<file path="src/rtl/seg_scan_driver.sv">
// Time-multiplexed seven-segment scan driver for packed BCD digits with frame-coherent snapshots.
// Optional macro SEG_BLANK_GUARD_EN keeps sel inactive for BLANK_CYCLES after each digit advance.
module seg_scan_driver #(
  parameter int NUM_DIGITS     = 6,
  parameter int SCAN_DIV       = 50000,
  parameter int SEG_ACTIVE_LOW = 1,
  parameter int BLANK_CYCLES   = 16
) (
  input  logic                    clk,
  input  logic                    rst,
  input  logic                    en,
  input  logic [4*NUM_DIGITS-1:0] digits,
  input  logic [NUM_DIGITS-1:0]   dp,
  input  logic                    lzb,
  output logic [NUM_DIGITS-1:0]   sel,
  output logic [7:0]              seg,
  output logic                    frame_done
);

  localparam int CNT_W = (SCAN_DIV > 1) ? $clog2(SCAN_DIV) : 1;
  localparam int IDX_W = (NUM_DIGITS > 1) ? $clog2(NUM_DIGITS) : 1;
  localparam logic [CNT_W-1:0] CNT_MAX = CNT_W'(SCAN_DIV - 1);
  localparam logic [IDX_W-1:0] IDX_MAX = IDX_W'(NUM_DIGITS - 1);
  localparam logic INV = (SEG_ACTIVE_LOW != 0);

  if (SCAN_DIV < 2 || BLANK_CYCLES >= SCAN_DIV) begin : g_bad_cfg
    $error("seg_scan_driver: SCAN_DIV must be >= 2 and BLANK_CYCLES < SCAN_DIV");
  end

  // Active-high a..g pattern; 0xA-0xE blank, 0xF dash.
  function automatic logic [6:0] decode_bcd(input logic [3:0] code);
    case (code)
      4'h0:    return 7'h3F;
      4'h1:    return 7'h06;
      4'h2:    return 7'h5B;
      4'h3:    return 7'h4F;
      4'h4:    return 7'h66;
      4'h5:    return 7'h6D;
      4'h6:    return 7'h7D;
      4'h7:    return 7'h07;
      4'h8:    return 7'h7F;
      4'h9:    return 7'h6F;
      4'hF:    return 7'h40;
      default: return 7'h00;
    endcase
  endfunction

  function automatic logic [7:0] seg_pol(input logic [7:0] x);
    return x ^ {8{INV}};
  endfunction

  function automatic logic [NUM_DIGITS-1:0] sel_pol(input logic [NUM_DIGITS-1:0] x);
    return x ^ {NUM_DIGITS{INV}};
  endfunction

  logic [CNT_W-1:0]        cnt_p0;
  logic [IDX_W-1:0]        idx_p0;
  logic [4*NUM_DIGITS-1:0] sh_digits_p0;
  logic [NUM_DIGITS-1:0]   sh_dp_p0;
  logic                    sh_lzb_p0;
  logic                    tick;
  logic                    wrap;
  logic                    guard_on;

  assign tick = en && (cnt_p0 == CNT_MAX);
  assign wrap = tick && (idx_p0 == IDX_MAX);

  // Stage p0: prescaler, digit index and frame snapshot
  always_ff @(posedge clk) begin
    if (rst) begin
      cnt_p0       <= '0;
      idx_p0       <= '0;
      sh_digits_p0 <= '0;
      sh_dp_p0     <= '0;
      sh_lzb_p0    <= 1'b0;
    end else if (tick) begin
      cnt_p0 <= '0;
      if (idx_p0 == IDX_MAX) begin
        idx_p0       <= '0;
        sh_digits_p0 <= digits;
        sh_dp_p0     <= dp;
        sh_lzb_p0    <= lzb;
      end else begin
        idx_p0 <= idx_p0 + IDX_W'(1);
      end
    end else if (en) begin
      cnt_p0 <= cnt_p0 + CNT_W'(1);
    end
  end

`ifdef SEG_BLANK_GUARD_EN
  localparam int GRD_W = (BLANK_CYCLES > 0) ? $clog2(BLANK_CYCLES + 1) : 1;
  logic [GRD_W-1:0] guard_p0;

  always_ff @(posedge clk) begin
    if (rst) begin
      guard_p0 <= '0;
    end else if (tick) begin
      guard_p0 <= GRD_W'(BLANK_CYCLES);
    end else if (en && guard_p0 != '0) begin
      guard_p0 <= guard_p0 - GRD_W'(1);
    end
  end

  assign guard_on = (guard_p0 != '0);
`else
  assign guard_on = 1'b0;
`endif

  logic [3:0]            code [NUM_DIGITS];
  logic [NUM_DIGITS-1:0] blank;
  logic                  run;
  logic [NUM_DIGITS-1:0] onehot;
  logic [7:0]            pattern;

  // A zero digit is blanked only while every digit above it is also a blanked zero.
  always_comb begin
    blank = '0;
    run   = sh_lzb_p0;
    for (int i = 0; i < NUM_DIGITS; i++) begin
      code[i] = sh_digits_p0[4*i +: 4];
    end
    for (int i = NUM_DIGITS - 1; i > 0; i--) begin
      run      = run && (code[i] == 4'd0);
      blank[i] = run;
    end
    onehot  = NUM_DIGITS'(1) << idx_p0;
    pattern = {sh_dp_p0[idx_p0], blank[idx_p0] ? 7'h00 : decode_bcd(code[idx_p0])};
  end

  // Stage p1: registered select, segments and frame pulse
  always_ff @(posedge clk) begin
    if (rst) begin
      sel        <= sel_pol('0);
      seg        <= seg_pol('0);
      frame_done <= 1'b0;
    end else begin
      frame_done <= wrap;
      if (en) begin
        seg <= seg_pol(pattern);
        sel <= guard_on ? sel_pol('0) : sel_pol(onehot);
      end else begin
        seg <= seg_pol('0);
        sel <= sel_pol('0);
      end
    end
  end

endmodule

</file>
<file path="config.mk">
export PLATFORM = sky130hd
export DESIGN_NAME = seg_scan_driver
export DESIGN_NICKNAME = d
export VERILOG_FILES = /design/src/rtl/seg_scan_driver.sv
export SDC_FILE = /design/constraint.sdc
export NUM_CORES = 1
export LEC_CHECK = 0
export BUFFER_PORTS_ARGS = -buffer_cell sky130_fd_sc_hd__buf_2
export CAP_MARGIN = 20
export CORE_ASPECT_RATIO = 0.8
export CORE_MARGIN = 2
export CORE_UTILIZATION = 55
export DETAILED_ROUTE_END_ITERATION = 7
export MAX_ROUTING_LAYER = met4
export PLACE_DENSITY = 0.79
export SLEW_MARGIN = 20
export SYNTH_ARGS = -nofsm -noshare
export SYNTH_HDL_FRONTEND = slang
export SYNTH_SLANG_ARGS = --single-unit
</file>
<file path="constraint.sdc">
create_clock -name clk -period 3.5 [get_ports clk]
set_clock_uncertainty 0.15 [all_clocks]
set_input_delay 1.05 -clock clk [delete_from_list [all_inputs] [get_ports clk]]
set_output_delay 1.05 -clock clk [all_outputs]
set_load 0.05 [all_outputs]
</file>
# [After elaboration in Yosys (flattened, before gate mapping)]
# Memories as Yosys holds them, arrays and structs flattened.
# Index checks and enable logic that the tools add are counted.
[classes] add_sub_neg=2 n_lt_le_gt_ge=2 eq_ne=2 shift=1 mux=9 n_bitwise=4 reduce_logical=15
[op_table] cell="zero test 4 bit" n=5
[op_table] cell="adder 16 x 1 -> 16 bit, second input constant" n=1
[op_table] cell="== test 16 bit, second input constant" n=1
[op_table] cell="binary-select mux 4 bit (select 3 bit)" n=1
[op_table] cell="two-way mux 4 bit" n=2
[op_table] cell="NOT 8 bit" n=1
[op_table] cell="logical AND 1 bit" n=7
[op_table] cell="two-way mux 7 bit" n=1
[op_table] cell="binary-select mux 1 bit (select 3 bit)" n=2
[op_table] cell="NOT 6 bit" n=1
[op_table] cell="left shift 1 x 3 -> 6 bit, first input constant" n=1
[op_table] cell=">= comparator 4 bit, second input constant" n=1
[op_table] cell="less-than comparator 3 x 4 -> 1 bit, second input constant" n=1
[op_table] cell="NOT 3 -> 4 bit" n=1
[op_table] cell="OR reduction 2 bit" n=2
[op_table] cell="adder 3 x 1 -> 3 bit, second input constant" n=1
[op_table] cell="== test 3 bit, second input constant" n=1
[op_table] cell="two-way mux 3 bit" n=1
[op_table] cell="two-way mux 1 bit" n=2
[op_table] cell="AND reduction 2 bit" n=1
[op_table] cell="NOT 1 bit" n=1
[word_totals] ff_bits=65 mem_bits_ro=112 inputBits=34 out_inout_bits=15 wordCells=44 memories=1
[mem_list] name="(no name shown)" depth=16 width=7 rd=1 rd_clocked_by_memory_dff=0 write_ports=0 line="32" source="case (code)"

# [Longest topological paths before layout]
# Gate-level depths: netlist of the first run.
[logic_depth] depth_word=10 mapped_depth=10 mapped_depth_nobuf=8

# [Worst setup path before layout of the first run]
# Ideal clock, no wire load.
[synth_timing] path_kind="in2reg" from="input en" to="register sh_digits_p0[0]" setup_ns=0.070 t_arrival_ns=2.572 t_required_ns=3.280 setup_slack_ns=0.707 stages=8 n_path_buf=3 path_cell_list="clkbuf_1 nand4_1 nor4_4 and2_1 buf_6 buf_12 nand2_2 a21oi_2"
[synth_between] elab_chain_len=2
[synth_lines] element="start: declaration" line="11" source="input logic en,"
[synth_lines] element="logical AND 1 bit" line="65" source="assign tick = en && (cnt_p0 == CNT_MAX);"
[synth_lines] element="AND reduction 2 bit (no line)"
[synth_lines] element="end signal: assignment" line="80" source="sh_digits_p0 <= digits;"
[synth_lines] element="end: declaration" line="58" source="logic [4*NUM_DIGITS-1:0] sh_digits_p0;"
# No other way between the ends.
# A chain may end at the register's enable or synchronous reset.

# [Worst setup path after layout of the first run]
[layout_timing] from="register idx_p0[0]" to="register seg[1]"
[layout_between] elab_chain_len=7 word_cells_on_any_way=9 classes_between="mux (6); bitwise (2); memory (1)"
[layout_lines] element="start: declaration" line="57" source="logic [IDX_W-1:0] idx_p0;"
[layout_lines] element="start signal: assignment" line="84" source="idx_p0 <= idx_p0 + IDX_W'(1);"
[layout_lines] element="NOT 3 -> 4 bit (not written as such)" line="128" source="pattern = {sh_dp_p0[idx_p0], blank[idx_p0] ? 7'h00 : decode_bcd(code[idx_p0])};"
[layout_lines] element="binary-select mux 4 bit (select 3 bit)" line="128"
[layout_lines] element="two-way mux 4 bit (not written as such) (2 in series)" line="128"
[layout_lines] element="memory (16 x 7 bit)"
[layout_lines] element="two-way mux 7 bit (*)" line="128"
[layout_lines] element="NOT 8 bit (no line) (*)"
[layout_lines] element="end signal: assignment" line="135" source="seg <= seg_pol('0);"
[layout_lines] element="end signal: assignment" line="140" source="seg <= seg_pol(pattern);"
[layout_lines] element="end signal: assignment" line="143" source="seg <= seg_pol('0);"
[layout_lines] element="end: declaration" line="16" source="output logic [7:0] seg,"
# Every way passes the cells marked *; elsewhere a longest branch is shown, timed or not. The select of a mux whose other input is x is not followed.

==> results.md, run 1 <==
- Status: finished, final reports clean
- CTS Sinks: 65
- Die Ht: 72.9 um
- Fmax: 370 MHz
- Crit Path Class: reg -> reg
- Clock Power Share: 0.416
- EDFF count, synth: 0
- Final layout net count: 440
- Setup TNS: 0 ns
- Worst Setup Start Kind: flip-flop
- H-tree depth: 3
- Commonest non-fill, non-tap cell in the layout: dfxtp_1
- GPL Wtd Cong: 0.927
- Max VDD drop: 0.185 mV
- I/O Buffers: 48
- Routed WL: 6.80 mm
- Syn avg cell area: 9.25 sq um
- Crit path cell chain: buf_4, mux2_2, o22a_1, ha_1, a211oi_1, a21oi_1, a21bo_2
- Routed wire length on met3: 432 um
- CP max FO: 15
- CTS Root Cell: clkbuf_8
- Logic pwr share: 0.051
- Slew Viols, Final: 0
- Initial Utilization: 0.562
- Mapped Cells: 353
- Drt wl/cell: 14.1 um
- Die width: 90.2 um
- Post-synth top flop: dfxtp_1
- Antenna violations before repair: 0
- Worst-case clock buffer depth: 2
- Clock latency on the worst-skew pair: 0.36 ns
- Fillcell total: 500
- Crit-path leading delay family: compound AO/OA/AOI/OAI gates
- #FFs+latches synth: 65
- Detail Route Antenna Nets: 0
- Syn Nets: 395
- CTS tree: yes
- Hold-fix buffers, CTS: 0
- Sw Share: 0.244
- CP required: 3.61 ns
- CP max stage cell: dfxtp_1
- Max-cap violations: 0
- DR vias: 2,621
- Congestion Overflow GR: 0
- RR Startpoint: idx_p0[0]$_SDFFE_PP0P_
- P&R area growth vs syn: 12.5%
- Final Hold Fails: 0
- WP buf/inv: 1
- Die area: 6580 sq um
- Clock transition at path regs: 0.07 ns
- Post-CTS sizing: 0
- Starting DRT DRC Count: 150
- Internal Power: 1060 uW
- CP max stage delay: 0.59 ns
- Hold slack final: 0.309 ns
- Highest Signal Layer: met4
- Slew Limit Headroom: 0.574
- Crit share post-route: 0.771
- Largest net degree at the start of global routing: 41
- Asr flop ratio synth: 0
- Post-DP HPWL: 4.73 mm
- ANT cells: 0
- Yosys warns: 0
- PnR worst setup slack: 0.800 ns
- Post-detailed-route via-to-cell ratio: 5.42
- Global-route wire length before repair: 11.4 mm
- TritonCTS buffer count: 9
- Synth top area share: 0.398
- # rows: 25
- Final min period: 2.70 ns
- Netlist cell types: 58
- Setup crit start: idx_p0[0]$_SDFFE_PP0P_
- Hold_sp: sh_dp_p0[2]$_SDFFE_PP0P_
- Share of power burned in registers: 0.533
- I/O pins: 49
- Layout cell share with drive strength beyond 1: 0.365
- Worst slack, placed: 0.570 ns
- DRC: 0
- Setup Buffers After CTS: 0
- Vias in the first global route: 2,368
- Synth area leaders: dfxtp_1 40%, a21oi_2 8.0%, nand2_1 5.9%
- Net Switching: 343 uW
- Sequential-to-total area share from yosys stat: 0.398
- Area leader, netlist: dfxtp_1
- CP Capture Type: flip-flop
- Worst-Margin Slew: 0.638 ns
- RSZ-0062 raised after global routing: false
- P per Cell Area: 382 nW/um^2
- Min-Delay Path Class: reg -> reg
- Post-layout power: 1410 uW
- Drt pass-1 iters: 4
- CP arrival: 2.81 ns
- LEAKAGE: 0.00134 uW
- Core box area: 5820 sq um
- Commonest cells after routing, fill and taps aside: 65 x dfxtp_1, 51 x nand2_1, 48 x buf_2, 30 x nand2_2, 30 x a21oi_2
- Post-synthesis cell area: 3270 sq um
- Met2 WL: 2.85 mm
- M1 WL: 3.42 mm
- GRT Util Overall: 0.228
- Final setup fails: 0
==> logic make-up (layout without fill, tap and decap cells) <==
| family | count (synthesis) | count (layout) | share of synthesized area |
|---|---|---|---|
| AO/OA/AOI/OAI | 68 | 68 | 0.159 |
| XOR/XNOR | 13 | 13 | 0.0349 |
| adder cells (fa/ha/maj) | 8 | 8 | 0.0306 |
| buffers and inverters | 28 | 78 | 0.0643 |
| flip-flops | 65 | 65 | 0.398 |
| multiplexers | 17 | 17 | 0.0651 |
| AND/OR/NAND/NOR | 154 | 154 | 0.247 |
==> worst paths after layout <==
kind | endpoint | slack [ns] | cells after the start
hold / removal | sh_dp_p0[2]$_SDFFE_PP0P_ | 0.31 | 2
setup / recovery | seg[1]$_SDFF_PP1_ | 0.80 | 7
hold reg to reg | sh_dp_p0[2]$_SDFFE_PP0P_ | 0.31 | 2
setup reg to reg | seg[1]$_SDFF_PP1_ | 0.80 | 7
==> synth_stat cells, drive strengths merged, types with 2 or more instances <==
master / instances
nor2b: 3
nor4: 5
or4bb: 2
mux2i: 10
or2: 2
clkbuf: 12
nor3: 7
or3: 3
o211ai: 2
a211o: 2
mux2: 4
and2: 3
mux4: 3
dlygate4sd3: 2
a21oi: 41
and4: 3
xor2: 8
buf: 8
xnor2: 5
nor2: 24
and3: 2
ha: 8
a211oi: 3
nand2: 81
a21o: 2
nand3: 8
inv: 5
dfxtp: 65
nand4: 5
o21ai: 6
==> stage by stage <==
| stage | area [sq um] | util | std cells |
|---|---|---|---|
| final | 3680 | 0.632 | 484 |
| after global routing | 3680 | 0.632 | 484 |
| after CTS | 3680 | 0.632 | 484 |
| after detailed placement | 3490 | 0.601 | 468 |
| after global placement | 3490 | 0.601 | 468 |
| after floorplan | 3270 | - | 353 |
==> power groups by stage <==
| stage | combinational [uW] | clock [uW] | sequential (uW) |
|---|---|---|---|
| 2_1_floorplan | 26.6 | 0 | 781 |
| 3_3_place_gp | 71.9 | 0 | 766 |
| 3_5_place_dp | 71.6 | 0 | 766 |
| 4_1_cts | 72.1 | 596 | 749 |
| 5_1_grt | 76.8 | 638 | 749 |
| 6_report | 72.0 | 585 | 749 |
==> metal layers <==
metal / track usage / vias to the layer above
met5: - / -
li1: - / 1314
met1: 0.313 / 1220
met4: 0.0838 / 0
met3: 0.0702 / 10
met2: 0.318 / 77
==> layout make-up <==
cell class	count	area [sq um]	share of cell area
multi-input cells	260	1760	0.478
flip-flops and latches	65	1300	0.354
repair buffers	56	313	0.0851
clock buffers	11	151	0.0412
well taps	81	101	0.0276
clock inverters	5	30.0	0.00817
inverters	6	22.5	0.00613
==> worst min-delay path, cell delays in order, from the launching register on <==
cell and delay (ns):
dfxtp_1 0.31, nand2_1 0.07, a21oi_2 0.04
==> state kept, by name (all words and copies together), names as in the netlist <==
signal / count
idx_p0: 3
sel: 6
frame_done: 1
seg: 8
sh_digits_p0: 24
sh_lzb_p0: 1
sh_dp_p0: 6
cnt_p0: 16
Power figures use the tool's default switching activity.
==> run 2, diff against run 1 <==
--- a/config.mk
+++ b/config.mk
@@ -9,10 +9,10 @@
 export CAP_MARGIN = 20
 export CORE_ASPECT_RATIO = 0.8
 export CORE_MARGIN = 2
-export CORE_UTILIZATION = 55
+export CORE_UTILIZATION = 51
 export DETAILED_ROUTE_END_ITERATION = 7
 export MAX_ROUTING_LAYER = met4
-export PLACE_DENSITY = 0.79
+export PLACE_DENSITY = 0.77
 export SLEW_MARGIN = 20
 export SYNTH_ARGS = -nofsm -noshare
 export SYNTH_HDL_FRONTEND = slang
==> constraint.sdc (replaced) <==
create_clock -name clk -period 2.2 [get_ports clk]
set_clock_uncertainty 0.15 [all_clocks]
set_input_delay 0.66 -clock clk [delete_from_list [all_inputs] [get_ports clk]]
set_output_delay 0.66 -clock clk [all_outputs]
set_load 0.05 [all_outputs]
==> results.md, run 2 (synthesized netlist as in run 1, its figures left out) <==
- Drt pass-1 iters: 4
- PnR worst setup slack: 0.0251 ns
- P per Cell Area: 651 nW/um^2
- Setup Buffers After CTS: 0
- Reg-to-reg slack, setup: 0.03 ns
- Min-Delay Path Class: reg -> reg
- Layout cell share with drive strength beyond 1: 0.402
- Fin util: 0.622
- Drt wl/cell: 14.3 um
- Hold-fix buffers, CTS: 0
- Hold_sp: sh_dp_p0[4]$_SDFFE_PP0P_
- LEAKAGE: 0.00146 uW
- Core box area: 6280 sq um
- CTS tree: yes
- Routed WL: 7.11 mm
- Fmax: 460 MHz
- Final setup fails: 0
- Post-detailed-route via-to-cell ratio: 5.28
- Sequential cell area: 1310 sq um
- Die width: 93.5 um
- CP arrival: 2.26 ns
- Worst-Margin Slew: 0.595 ns
- Crit share post-route: 0.989
- CTS Sinks: 65
- Most flops, register: sh_digits_p0
- Worst Setup Start Kind: flip-flop
- R2r endpoint: seg[1]$_SDFF_PP1_
- Antenna violations before repair: 0
- Commonest non-fill, non-tap cell in the layout: dfxtp_1
- Congestion Overflow GR: 0
- Largest net degree at the start of global routing: 34
- GRT Util Overall: 0.220
- Initial Utilization: 0.520
- Regs by FF count: sh_digits_p0 (24), cnt_p0 (16), seg (8)
- Post-route cell area: 3910 sq um
- Hold slack final: 0.311 ns
- Clock transition at path regs: 0.07 ns
- Post-DP HPWL: 5.04 mm
- GPL Wtd Cong: 0.849
- Slew Viols, Final: 0
- Post-layout power: 2540 uW
- P&R area growth vs syn: 19.6%
- Vias in the first global route: 2,449
- Die area: 7070 sq um
- Number of flip-flops in the largest register: 24
- # rows: 26
- Final min period: 2.17 ns
- WHS Path Cells: 2
- Final layout net count: 452
- ANT cells: 0
- Max-cap violations: 0
- Slew Limit Headroom: 0.603
- I/O Buffers: 48
- Footprint of the multi-input gates: 1790 sq um
- TritonCTS buffer count: 9
- DR vias: 2,635
- Max VDD drop: 0.393 mV
- Detail Route Antenna Nets: 0
- Die Ht: 75.6 um
- CTS Root Cell: clkbuf_8
- DRC: 0
- Status: finished, final reports clean
- Clock latency on the worst-skew pair: 0.35 ns
- Global-route wire length before repair: 11.7 mm
- CP Capture Type: flip-flop
- Final Hold Fails: 0
- Hold Path End: sh_dp_p0[4]$_SDFFE_PP0P_
- CP max FO: 4
- H-tree depth: 3
- CP required: 2.29 ns
- Worst-case clock buffer depth: 2
- Starting DRT DRC Count: 113
- Worst slack, placed: 0.0117 ns
- Fillcell total: 546
- I/O pins: 49
- RR Startpoint: idx_p0[0]$_SDFFE_PP0P_
- Reg2reg path depth: 6
- Crit Path Class: reg -> reg
- Area after DPL: 3610 sq um
- RSZ-0062 raised after global routing: true
- Commonest cells after routing, fill and taps aside: 62 x dfxtp_1, 51 x nand2_1, 48 x buf_2, 32 x a21oi_2, 30 x nand2_2
## run 2: cell count changes in the layout (fill, tap and decap cells not counted), moves of 2 or more
cell       delta
buf_4         +9
a21oi_1       -3
bufinv_16     +3
dfxtp_1       -3
a21oi_2       +2
clkinv_2      -2
dfxtp_2       +2
## run 2: worst max-delay path by stage
stage | end | startpoint | cells past startpoint | slack, ns
after floorplan | sh_digits_p0[0]$_SDFFE_PP0P_ | en | 8 | -0.05
after global placement | seg[1]$_SDFF_PP1_ | idx_p0[0]$_SDFFE_PP0P_ | 6 | 0.005
after detailed placement | seg[4]$_SDFF_PP1_ | idx_p0[0]$_SDFFE_PP0P_ | 6 | 0.01
after CTS | seg[1]$_SDFF_PP1_ | idx_p0[1]$_SDFFE_PP0P_ | 7 | 0.03
after global routing | seg[0]$_SDFF_PP1_ | idx_p0[0]$_SDFFE_PP0P_ | 7 | -0.04
final | seg[1]$_SDFF_PP1_ | idx_p0[0]$_SDFFE_PP0P_ | 6 | 0.03
## run 2: critical path: stages (launching register included)
cell and delay [ns]:
dfxtp_4 0.37, mux4_2 0.55, a21oi_4 0.22, ha_1 0.28
a211oi_2 0.21, a21oi_2 0.07, a21bo_2 0.21
## run 2: cell type report
| class | instances | area share |
|---|---|---|
| Inverter | 6 | 0.00576 |
| Clock buffer | 11 | 0.0362 |
| Multi-Input combinational cell | 260 | 0.459 |
| Sequential cell | 65 | 0.335 |
| Tap cell | 84 | 0.0269 |
| Timing Repair Buffer | 68 | 0.112 |
| Clock inverter | 5 | 0.0263 |
## run 2: per-stage QoR
stage	cells	setup TNS, ns
final	499	0
after global placement	482	0
after global routing	499	-0.0938
after CTS	498	0
after floorplan	353	-1.42
after detailed placement	482	0
## run 2: power by group
group / total, uW / internal [uW] / switching (uW)
logic: 114 / 41.6 / 72.5
registers: 1190 / 1190 / 4.40
clock network: 1240 / 782 / 456
## run 2: timing repair
action                     in CTS  in global routing
resized for setup               2                  9
pin swaps                       0                  3
gates cloned                    0                  1
setup endpoints to repair       2                 11
## run 2: routing by layer
layer  vias up  wire length [um]  global-route usage
met5         -                 0                   -
met4         0               108              0.0670
met3        11               424              0.0643
met1      1225              3380               0.287
met2        66              3190               0.336
li1       1333                 -                   -
==> run 3, diff against run 2 <==
--- a/config.mk
+++ b/config.mk
@@ -5,6 +5,7 @@
 export SDC_FILE = /design/constraint.sdc
 export NUM_CORES = 1
 export LEC_CHECK = 0
+export ABC_AREA = 1
 export BUFFER_PORTS_ARGS = -buffer_cell sky130_fd_sc_hd__buf_2
 export CAP_MARGIN = 20
 export CORE_ASPECT_RATIO = 0.8
@@ -12,7 +13,7 @@
 export CORE_UTILIZATION = 51
 export DETAILED_ROUTE_END_ITERATION = 7
 export MAX_ROUTING_LAYER = met4
-export PLACE_DENSITY = 0.77
+export PLACE_DENSITY = 0.78
 export SLEW_MARGIN = 20
 export SYNTH_ARGS = -nofsm -noshare
 export SYNTH_HDL_FRONTEND = slang
==> results.md, run 3 <==
- Hold_sp: sh_dp_p0[1]$_SDFFE_PP0P_
- Hold Path End: sh_dp_p0[1]$_SDFFE_PP0P_
- Worst-Margin Slew: 0.302 ns
- Drt pass-1 iters: 4
- DR vias: 2,801
- Yosys warns: 0
- Clock latency on the worst-skew pair: 0.34 ns
- I/O pins: 49
- Synth area leaders: dfxtp_1 41%, a21oi_2 8.5%, nand2_1 8.1%
- GPL Wtd Cong: 0.903
- Post-DP HPWL: 5.31 mm
- Fraction of the mapped netlist area in adder cells: 0.0313
- Compound-gate portion of the synthesized area: 0.193
- Regs by FF count: sh_digits_p0 (24), cnt_p0 (16), seg (8)
- CTS Sinks: 65
- RSZ-0062 raised after global routing: false
- Global-route wire length before repair: 11.6 mm
- Final layout net count: 512
- Post-Synth Simple-Gate Area: 0.239
- Area leader, netlist: dfxtp_1
- Mapped Cells: 412
- Setup Buffers After CTS: 0
- WHS Path Cells: 2
- Max VDD drop: 0.426 mV
- Syn avg cell area: 7.77 sq um
- Synth cell count leaders: 69 x nand2_1, 65 x dfxtp_1, 56 x inv_1, 34 x nor2_1, 31 x a21oi_2
- GRT Util Overall: 0.222
- DRC: 0
- Final min period: 2.04 ns
- Starting DRT DRC Count: 184
- P&R area growth vs syn: 16.9%
- Sequential-to-total area share from yosys stat: 0.406
- Reg2reg path depth: 11
- CP arrival: 2.13 ns
- Hold-fix buffers, CTS: 0
- Congestion Overflow GR: 0
- Worst-case clock buffer depth: 2
- Vias in the first global route: 2,520
- Detail Route Antenna Nets: 0
- # rows: 25
- Post-synth top flop: dfxtp_1
- Netlist cell types: 36
- Slew Viols, Final: 0
- Post-synthesis cell area: 3200 sq um
- TritonCTS buffer count: 9
- Post-Synth XOR/XNOR Area: 0.0191
- Synth top area share: 0.406
- Number of flip-flops in the largest register: 24
- CTS tree: yes
- Fin cells: 556
- Final Hold Fails: 0
- Placed Cells: 540
- CP Capture Type: flip-flop
- Commonest non-fill, non-tap cell in the layout: nand2_1
- Most flops, register: sh_digits_p0
- Most common cell in the netlist: nand2_1
- H-tree depth: 3
- Largest net degree at the start of global routing: 45
- Clock transition at path regs: 0.08 ns
- CP max FO: 5
- Max-cap violations: 0
- Crit share post-route: 0.929
- Syn Nets: 454
- R2r endpoint: seg[3]$_SDFF_PP1_
- Die area: 6930 sq um
- Commonest cells after routing, fill and taps aside: 69 x nand2_1, 65 x dfxtp_1, 56 x inv_1, 48 x buf_2, 34 x nor2_1
- Crit Path Class: reg -> reg
- P per Cell Area: 640 nW/um^2
- RR Startpoint: idx_p0[0]$_SDFFE_PP0P_
- Final setup fails: 0
- #FFs+latches synth: 65
- Initial Utilization: 0.536
- Post-detailed-route via-to-cell ratio: 5.04
- Hold slack final: 0.308 ns
- EDFF count, synth: 0
- Fillcell total: 544
- Asr flop ratio synth: 0
- Largest family of logic cells by synthesized area: simple AND/OR/NAND/NOR gates
- Setup TNS: 0 ns
- Core box area: 5970 sq um
- ANT cells: 0
- I/O Buffers: 48
- CTS Root Cell: clkbuf_8
- Die width: 92.6 um
- Die Ht: 74.9 um
- CP required: 2.29 ns
- Portion of netlist area occupied by mux cells: 0
- Antenna violations before repair: 0
- Sequential cell area: 1300 sq um
- Layout cell share with drive strength beyond 1: 0.282
- Routed WL: 7.10 mm
- Drt wl/cell: 12.8 um
- Fin util: 0.627
- Fmax: 489 MHz
- Status: finished, final reports clean
- Reg-to-reg slack, setup: 0.16 ns
- Slew Limit Headroom: 0.798
- LEAKAGE: 0.00153 uW
- Min-Delay Path Class: reg -> reg
- Footprint of the multi-input gates: 1540 sq um
- Worst Setup Start Kind: flip-flop
## run 3: worst max-delay path by stage
stage                                      start                end  cells after the start
after floorplan           idx_p0[0]$_SDFFE_PP0P_  seg[0]$_SDFF_PP1_                     11
after global placement    idx_p0[1]$_SDFFE_PP0P_  seg[0]$_SDFF_PP1_                     11
after detailed placement  idx_p0[1]$_SDFFE_PP0P_  seg[3]$_SDFF_PP1_                     12
after CTS                 idx_p0[1]$_SDFFE_PP0P_  seg[3]$_SDFF_PP1_                     12
after global routing      idx_p0[0]$_SDFFE_PP0P_  seg[3]$_SDFF_PP1_                     11
final                     idx_p0[0]$_SDFFE_PP0P_  seg[3]$_SDFF_PP1_                     11
## run 3: cell families after synthesis
group / after synthesis
simple gates: 164
xor+xnor: 7
fa+ha+maj: 8
compound gates: 91
flops: 65
buf+inv: 77
## run 3: layout make-up
class	count	area share
clock buffers	10	0.0368
multi-input cells	270	0.412
flip-flops and latches	65	0.347
well taps	81	0.0271
clock inverters	6	0.0177
inverters	63	0.0652
repair buffers	61	0.0936
## run 3: repair_timing
item	in CTS	in global routing
gates resized for setup	0	1
endpoints found under the hold margin	0	0
endpoints found under the setup margin	0	5
## run 3: worst max-delay path: stages (launching register included)
cell and delay, ns:
dfxtp_1 0.49, inv_4 0.05, nor2_1 0.18, nand2_1 0.10, nor2_1 0.09, a21oi_1 0.05
o21ai_1 0.17, inv_1 0.13, ha_1 0.29, nand2_1 0.08, nand3_1 0.09, nand3_1 0.07
## run 3: power by group
group	total [uW]	internal, uW	switching, uW
clock	1030	555	475
combinational	168	60.4	108
sequential	1200	1190	8.89
total	2400	1800	591
## run 3: per-layer routing
metal,up-vias,track usage,share of wire
met1,1244,0.302,0.51
met3,13,0.0601,0.068
met4,0,0.0995,0.018
met2,95,0.311,0.41
met5,-,-,0
li1,1449,-,-
## run 3: stage by stage
stage          total power (uW)  instance area (sq um)  worst slack [ns]
2_1_floorplan              1330                   3200             0.307
3_3_place_gp               1390                   3540             0.242
3_5_place_dp               1390                   3540             0.143
4_1_cts                    2420                   3740             0.129
5_1_grt                    2480                   3740          0.000469
6_report                   2400                   3740             0.156
